**config.mk**
```make
export PLATFORM = sky130hd
export DESIGN_NAME = pooled_feature_collector
export DESIGN_NICKNAME = d
export VERILOG_FILES = /design/src/rtl/cnn_pkg.sv /design/src/rtl/feature_map_bank.sv /design/src/rtl/pooled_feature_collector.sv
export SDC_FILE = /design/constraint.sdc
export NUM_CORES = 1
export LEC_CHECK = 0
export CAP_MARGIN = 40
export CORE_ASPECT_RATIO = 0.9
export CORE_MARGIN = 5
export CORE_UTILIZATION = 40
export CTS_BUF_LIST = sky130_fd_sc_hd__clkbuf_16
export CTS_CLUSTER_DIAMETER = 30
export DETAILED_ROUTE_END_ITERATION = 6
export PLACE_DENSITY = 0.68
export SKIP_CTS_REPAIR_TIMING = 1
export SLEW_MARGIN = 15
export SYNTH_ARGS = -nofsm -noshare
export SYNTH_HDL_FRONTEND = slang
export SYNTH_SLANG_ARGS = --single-unit
```
**constraint.sdc**
```tcl
create_clock -name clk -period 2.6 [get_ports clk]
set_input_delay 0.39 -clock clk [delete_from_list [all_inputs] [get_ports clk]]
set_output_delay 0.39 -clock clk [all_outputs]
set_load 0.01 [all_outputs]
```
**src/rtl/cnn_pkg.sv**
```systemverilog
// Shared types and elaboration helpers for the CNN feature-collection blocks.
package cnn_pkg;

  typedef enum logic {
    COLLECT = 1'b0,
    STREAM  = 1'b1
  } state_t;

  function automatic int out_pixels(input int image_width, input int stride);
    return (image_width / stride) * (image_width / stride);
  endfunction

  // Kernels are statically bound to a shared lane in round-robin order.
  function automatic int lane_of(input int k, input int pe);
    return k % pe;
  endfunction

endpackage

```
**src/rtl/feature_map_bank.sv**
```systemverilog
// One kernel's pooled feature map: sequential write with a saturating counter,
// asynchronous read by pixel index.
module feature_map_bank
  import cnn_pkg::*;
#(
  parameter int BitSize   = 32,
  parameter int OutPixels = 4,
  parameter int AddrWidth = (OutPixels > 1) ? $clog2(OutPixels) : 1
) (
  input  logic                 clk,
  input  logic                 res_n,
  input  logic                 clear,
  input  logic                 wr_en,
  input  logic [BitSize-1:0]   wr_data,
  input  logic [AddrWidth-1:0] rd_addr,
  output logic [BitSize-1:0]   rd_data,
  output logic                 full
);

  localparam int CntWidth = $clog2(OutPixels + 1);

  logic [CntWidth-1:0] wcnt;
  logic [BitSize-1:0]  mem [OutPixels];

  assign full    = (wcnt == CntWidth'(OutPixels));
  assign rd_data = mem[rd_addr];

  always_ff @(posedge clk or negedge res_n) begin
    if (!res_n) begin
      wcnt <= '0;
    end else if (clear) begin
      wcnt <= '0;
    end else if (wr_en && !full) begin
      wcnt <= wcnt + 1'b1;
    end
  end

  // Storage is deliberately left out of reset; the counter alone defines validity.
  always_ff @(posedge clk) begin
    if (wr_en && !full) begin
      mem[wcnt[AddrWidth-1:0]] <= wr_data;
    end
  end

endmodule

```
**src/rtl/pooled_feature_collector.sv**
```systemverilog
// Gathers pooled pixels of all kernels from shared lanes into per-kernel banks,
// then streams the flattened maps (kernel-major) under valid/ready.
module pooled_feature_collector
  import cnn_pkg::*;
#(
  parameter int BitSize            = 32,
  parameter int ImageWidth         = 4,
  parameter int Stride             = 2,
  parameter int NumberOfK          = 4,
  parameter int ProcessingElements = 2
) (
  input  logic                                  clk,
  input  logic                                  res_n,
  input  logic [NumberOfK-1:0]                  in_valid,
  input  logic [ProcessingElements*BitSize-1:0] in_data,
  output logic                                  in_ready,
  output logic                                  out_valid,
  input  logic                                  out_ready,
  output logic [BitSize-1:0]                    out_data,
  output logic                                  out_last,
  output logic                                  out_done,
  output logic                                  err
);

  localparam int OutPixels = out_pixels(ImageWidth, Stride);
  localparam int Total     = NumberOfK * OutPixels;
  localparam int AddrWidth = (OutPixels > 1) ? $clog2(OutPixels) : 1;
  localparam int PtrWidth  = (Total > 1) ? $clog2(Total) : 1;
  localparam logic [PtrWidth-1:0] LastIdx = PtrWidth'(Total - 1);

  state_t                state;
  logic [PtrWidth-1:0]   rptr;
  logic [PtrWidth-1:0]   next_ptr;
  logic [NumberOfK-1:0]  grant;
  logic [NumberOfK-1:0]  wr_en;
  logic [NumberOfK-1:0]  full;
  logic                  conflict;
  logic                  overflow;
  logic                  all_full;
  logic                  fire;
  logic                  frame_end;
  logic                  err_event;
  logic [AddrWidth-1:0]  rd_addr;
  logic [BitSize-1:0]    rd_data [NumberOfK];
  logic [BitSize-1:0]    next_word;

  // A kernel loses its lane whenever a lower-numbered kernel on the same lane is also valid.
  always_comb begin
    grant    = '0;
    conflict = 1'b0;
    for (int k = 0; k < NumberOfK; k++) begin
      grant[k] = in_valid[k];
      for (int j = 0; j < k; j++) begin
        if (in_valid[j] && (lane_of(j, ProcessingElements) == lane_of(k, ProcessingElements))) begin
          grant[k] = 1'b0;
        end
      end
      if (in_valid[k] && !grant[k]) begin
        conflict = 1'b1;
      end
    end
  end

  assign overflow  = |(in_valid & full);
  assign all_full  = &full;
  assign in_ready  = (state == COLLECT);
  assign wr_en     = {NumberOfK{state == COLLECT}} & grant & ~full;
  assign fire      = out_valid & out_ready;
  assign frame_end = (state == STREAM) & fire & out_last;
  assign err_event = (state == COLLECT) ? (conflict | overflow) : (|in_valid);

  for (genvar k = 0; k < NumberOfK; k++) begin : g_bank
    feature_map_bank #(
      .BitSize   (BitSize),
      .OutPixels (OutPixels)
    ) u_bank (
      .clk     (clk),
      .res_n   (res_n),
      .clear   (frame_end),
      .wr_en   (wr_en[k]),
      .wr_data (in_data[lane_of(k, ProcessingElements)*BitSize +: BitSize]),
      .rd_addr (rd_addr),
      .rd_data (rd_data[k]),
      .full    (full[k])
    );
  end

  // Look one word ahead so the output register refills on the accepting edge.
  always_comb begin
    next_ptr  = (state == COLLECT) ? '0 : rptr + 1'b1;
    rd_addr   = AddrWidth'(int'(next_ptr) % OutPixels);
    next_word = '0;
    for (int k = 0; k < NumberOfK; k++) begin
      if (int'(next_ptr) / OutPixels == k) begin
        next_word = rd_data[k];
      end
    end
  end

  always_ff @(posedge clk or negedge res_n) begin
    if (!res_n) begin
      state     <= COLLECT;
      rptr      <= '0;
      out_valid <= 1'b0;
      out_data  <= '0;
      out_last  <= 1'b0;
      out_done  <= 1'b0;
      err       <= 1'b0;
    end else begin
      out_done <= 1'b0;
      if (err_event) begin
        err <= 1'b1;
      end
      case (state)
        COLLECT: begin
          if (all_full) begin
            state     <= STREAM;
            out_valid <= 1'b1;
            out_data  <= next_word;
            rptr      <= '0;
            out_last  <= (LastIdx == '0);
          end
        end
        STREAM: begin
          if (fire) begin
            if (out_last) begin
              state     <= COLLECT;
              out_valid <= 1'b0;
              out_last  <= 1'b0;
              out_done  <= 1'b1;
              rptr      <= '0;
            end else begin
              rptr     <= next_ptr;
              out_data <= next_word;
              out_last <= (next_ptr == LastIdx);
            end
          end
        end
        default: state <= COLLECT;
      endcase
    end
  end

endmodule

```
Word-level counts from Yosys, hierarchy flattened

Memory sizes are Yosys's and may differ from the RTL's.
Cells that the tools add are included.

Register bits: 53
Bits in writable memories: 512
Input port bits: 71
Logic and storage cells: 113
Memories: 4

Add/subtract/negate cells: 5
Eq/ne operators: 12
Muxes and demuxes: 49
Bitwise logic cells: 9
Reduce and logical (&&, ||, !) cells: 23

Memories:

| name                 | depth | width | rd ports | clocked after memory_dff | wr ports | RTL line               | text |
|---|---|---|---|---|---|---|---|
| g_bank[0].u_bank.mem | 4     | 32    | 1        | 0                        | 1        | feature_map_bank.sv:23 | `logic [BitSize-1:0] mem [OutPixels];` |
| g_bank[1].u_bank.mem | 4     | 32    | 1        | 0                        | 1        | feature_map_bank.sv:23 |  |
| g_bank[2].u_bank.mem | 4     | 32    | 1        | 0                        | 1        | feature_map_bank.sv:23 |  |
| g_bank[3].u_bank.mem | 4     | 32    | 1        | 0                        | 1        | feature_map_bank.sv:23 |  |

Operators with widths:

| cell                                           | number |
|---|---|
| 2-to-1 mux 32 bit                              | 7 |
| one-hot mux 32 bit (2 select lines)            | 1 |
| zero test 32 bit                               | 1 |
| 2-to-1 mux 1 bit                               | 25 |
| 2-to-1 mux 3 bit                               | 8 |
| 2-to-1 mux 4 bit                               | 4 |
| adder 3 x 1 -> 3 bit (second input constant)   | 4 |
| AND 4 bit                                      | 3 |
| equality test 3 bit (second input constant)    | 4 |
| one-hot mux 4 bit (2 select lines)             | 1 |
| nonzero test 2 bit                             | 4 |
| OR reduction 4 bit                             | 2 |
| logical AND 1 bit                              | 6 |
| zero test 1 bit                                | 6 |
| one-hot mux 1 bit (2 select lines)             | 3 |
| AND reduction 3 bit                            | 2 |
| adder 4 x 1 -> 4 bit (second input constant)   | 1 |
| equality test 2 bit (second input constant)    | 2 |
| equality test 4 bit (second input constant)    | 1 |
| != test 2 x 1 -> 1 bit (second input constant) | 2 |
| != test 2 bit (second input constant)          | 2 |
| NOT 4 bit                                      | 1 |
| AND reduction 4 bit                            | 1 |
| AND 1 bit                                      | 3 |
| 4 further kinds                                | 4 |

Logic depth before layout (Yosys ltp)

Depth in word-level cells: 10
Mapped depth: 9

Modules after synthesis

A second synthesis with hierarchy kept.

Cells, all modules: 1,049
Area, all modules: 22,296.4 µm²

By module, submodules not included:

| module                   | instances | cells an instance | area an instance (µm²) | seq. area each (µm²) |
|---|---|---|---|---|
| feature_map_bank         | 4         | 193               | 4,899.7                | 3,918.8 |
| pooled_feature_collector | 1         | 277               | 2,697.6                | 1,026.0 |

Least setup slack after synthesis

No wires, ideal clock.

Kind: reg2reg
Start point: register state
End point: memory g_bank[2].u_bank.mem[3][0], enable pin
Data arrival time: 2,058 ps
Required time: 2,206 ps
Path slack: 149 ps
Cell stages (with the launch flop): 7
Buffers on the path: 3
Period minus slack after synthesis: 2,451 ps
Cell sequence: dfrtp_1 -> buf_2 -> inv_1 -> buf_2 -> and3_1 -> clkbuf_1 -> and2_1

Word-level cells in the longest chain between the ends: 6

RTL lines:

| item                                   | RTL line                        | text |
|---|---|---|
| from (decl)                            | pooled_feature_collector.sv:31  | `state_t state;` |
| from (signal assigned)                 | pooled_feature_collector.sv:102 | `state <= COLLECT;` |
| from (signal assigned)                 | pooled_feature_collector.sv:117 | `state <= STREAM;` |
| from (signal assigned)                 | pooled_feature_collector.sv:127 | `state <= COLLECT;` |
| NOT 1 bit                              | --                              |  |
| AND 4 bit (2 in series)                | pooled_feature_collector.sv:67  | `assign wr_en = {NumberOfK{state == COLLECT}} & grant & ~full;` |
| logical AND 1 bit                      | feature_map_bank.sv:40          | `if (wr_en && !full) begin` |
| 2-to-1 mux 1 bit                       | feature_map_bank.sv:40          |  |
| 2-to-1 mux 1 bit (implied by the code) | feature_map_bank.sv:41          | `mem[wcnt[AddrWidth-1:0]] <= wr_data;` |
| to (decl)                              | feature_map_bank.sv:23          |  |

No other way between the ends.

Worst setup path after layout

Start point: register state
End point: output in_ready

Word-level cells in the longest chain between the ends: 1

RTL lines:

| item      | RTL line                       | text |
|---|---|---|
| NOT 1 bit | --                             |  |
| to (decl) | pooled_feature_collector.sv:16 | `output logic in_ready,` |

No other way between the ends.

==> results.yml <==
run_status:
  status: "finished clean"
critical_path:
  critPathLaunchType: "flip-flop"
  path_delay_family: "buffers and inverters"
  cp.arrival_ps: 2170
  cpPeakStageDelay_ps: 520
  slowest_stage: "clkdlybuf4s50_1"
  cp_max_fo: 8
  cp-end-kind: "primary output"
  cp_cell_sequence: "clkinvlp_4 > buf_4 > clkdlybuf4s50_1"
  cp_num_buf_inv: 3
  cp.required_ps: 2210
  crit_type: "reg2out"
yosys:
  synth_cell_types: 53
  yosysTopAreaCell: "edfxtp_1"
  yosys.area.top_type_share_pct: 68.3
  synth-seq-cells: 565
  ys_seq_area_share_pct: 74.2
  synth_edf_count: 512
  synth_area_leaders: "edfxtp_1 68%, dfrtp_1 5.9%, nand2_1 2.7%"
  synthFlopType: "edfxtp_1"
  synth_common_cells: "512 x edfxtp_1, 164 x nand2_1, 93 x a21oi_1, 55 x nor2b_1, 53 x dfrtp_1"
  yosys_warnings: 0
  async_flop_share_pct: 9.38
  syn_area_mm2: 0.0225
  synth_area_per_cell_um2: 15.2
  synth_nets: 1568
  synthCells: 1480
  synth_most_common_cell: "edfxtp_1"
cells_and_area:
  diodes: 0
  finalInstanceArea_mm2: 0.0282
  syn2layout_area_growth_pct: 25.2
  drive_above_1_share_pct: 15.9
  final_nets: 1737
  register_area_mm2: 0.0167
  fillers: 4566
  multi_input_area_mm2: 0.00539
floorplanning:
  initial_core_util_pct: 40.4
  dieArea_mm2: 0.0612
  row_count: 82
  io_pins: 108
  die_h_um: 235
  die_w_um: 260
  coreArea_mm2: 0.0557
sta:
  period_share_pct: 98.5
  fin_skew_ps: 24.0
  period_needed_ps: 2560
  finalHoldViolCount: 0
  slew-limit-headroom_pct: 47.1
  max_freq_mhz: 391
  setup_viol: 0
  slew_viol_final: 0
  worst_pin_slew_ps: 793
  rsz0062_at_grt: "no"
placed_design:
  place_hpwl_um: 35000
  placed_area_mm2: 0.0251
  portBuffers: 107
  place_congestion: 0.838
routing:
  wl_um: 57400
  vias: 13900
  ant_nets: 0
  wl_per_cell_um: 23.1
  drtIter0Drc: 1269
  dr.pass1.iters: 6
  drcViolationCount: 0
  vias_per_cell: 5.58
power:
  total_power_mw: 27.5
  clkPwrFrac_pct: 43.1
  leakage_nw: 9.60
  irDropWorstVdd_v: 0.000581
  swShare_pct: 25.0
  powerDensity_mw_per_mm2: 975
  p_comb_share_pct: 12.7
  p_switching_mw: 6.87
  p_int_mw: 20.6
  seq_power_share_pct: 44.1
run:
  maxCapViolCount: 0
global_route:
  grt_pass1_vias: 14200
  grt_pass1_wl_um: 86100
  overflow: 0
  grt_max_degree: 71
  antenna_found_initial: 0
  grtUsageTotal_pct: 18.4
min_path:
  hp-class: "in2async"
clock_tree:
  path_clk_slew_ps: 50
  h-tree-depth: 3
  clockBufferDepth: 3
  cts_root_buffer: "clkbuf_16"
  numCtsBuffers: 93
  worstSkewPairLatency_ps: 620
  cts.sinks: 565
  cts_tree: "built"
[per-layer routing]
metal	vias up	track usage (%)	wire length, µm
met5	-	0	0
met4	0	5.60	1610
met3	98	4.23	4880
met2	592	30.9	28500
met1	7008	23.9	22500
li1	6160	-	-
[cell families (layout without fill, tap and decap cells)]
| logic type | after synthesis | after routing | synth area share, % |
|---|---|---|---|
| DFF | 565 | 565 | 74.2 |
| AOI/OAI and AO/OA | 355 | 355 | 11.0 |
| and+or+nand+nor | 323 | 323 | 6.72 |
| buffers and inverters | 115 | 362 | 2.23 |
| muxes | 94 | 94 | 4.48 |
| adders and majority gates | 17 | 17 | 0.944 |
| xor gates and xnor gates | 11 | 11 | 0.428 |
[through the flow]
stage                     TNS [ps]  cells  hold WS, ps  worst slack, ps  utilization [%]
after floorplan                  0   1480         94.4              149                -
after global placement           0   2308          405              230             45.0
after detailed placement         0   2309          406              225             45.0
after CTS                     -117   2482         -255             -117             50.6
after global routing             0   2483          325             21.1             50.6
final                            0   2483          295             39.6             50.6
[registers in the layout, indices dropped and copies added, names as in the netlist]
register            count
state                   1
err                     1
g_bank.u_bank.wcnt     12
out_last                1
rptr                    4
out_done                1
out_data               32
g_bank.u_bank.mem     512
out_valid               1
[layout make-up]
cell class	count	share of cell area, %
clock buffer	94	8.34
clock inverter	79	2.56
inverter	10	0.146
multi-input combinational	800	19.1
sequential	565	59.3
tap	756	3.36
timing repair buffer	179	7.20
[placed cells by master (no fill, tap or decap), types with 45 or more instances in the layout]
| master | Yosys | routed |
|---|---|---|
| nor2b_1 | 55 | 54 |
| mux2_2 | 45 | 45 |
| dfrtp_1 | 53 | 51 |
| nand2_1 | 164 | 163 |
| o21ai_0 | 52 | 52 |
| clkdlybuf4s50_1 | 0 | 106 |
| mux2i_1 | 48 | 48 |
| a21oi_1 | 93 | 93 |
| edfxtp_1 | 512 | 512 |
| clkbuf_16 | 0 | 94 |
[tightest hold or removal path, stage by stage]
cell	delay (ps)
dlygate4sd3_1	530
buf_2	120
buf_12	250
[power by group through the flow]
stage	registers, mW	clock network [mW]	logic (mW)
after floorplan	12.2	0	1.64
after CTS	12.1	12.0	3.56
final	12.1	11.9	3.50
after global placement	12.2	0	3.42
after detailed placement	12.3	0	3.54
after global routing	12.2	12.5	3.79
[worst paths after layout]
| path | startpoint | endpoint | slack (ps) | depth (start not counted) |
|---|---|---|---|---|
| max | state$_DFF_PN0_ | in_ready | 40 | 3 |
| min | res_n | out_data[13]$_DFFE_PN0P_ | 300 | 3 |
| max reg2reg | rptr[0]$_DFFE_PN0P_ | out_data[7]$_DFFE_PN0P_ | 180 | 8 |
| min reg2reg | out_data[17]$_DFFE_PN0P_ | out_data[17]$_DFFE_PN0P_ | 470 | 2 |
| max in group asynchronous | res_n | g_bank[3].u_bank.wcnt[2]$_DFFE_PN0P_ | 1940 | 3 |
| min in group clk | out_data[17]$_DFFE_PN0P_ | out_data[17]$_DFFE_PN0P_ | 470 | 2 |
(Power assumes the default switching activity.)
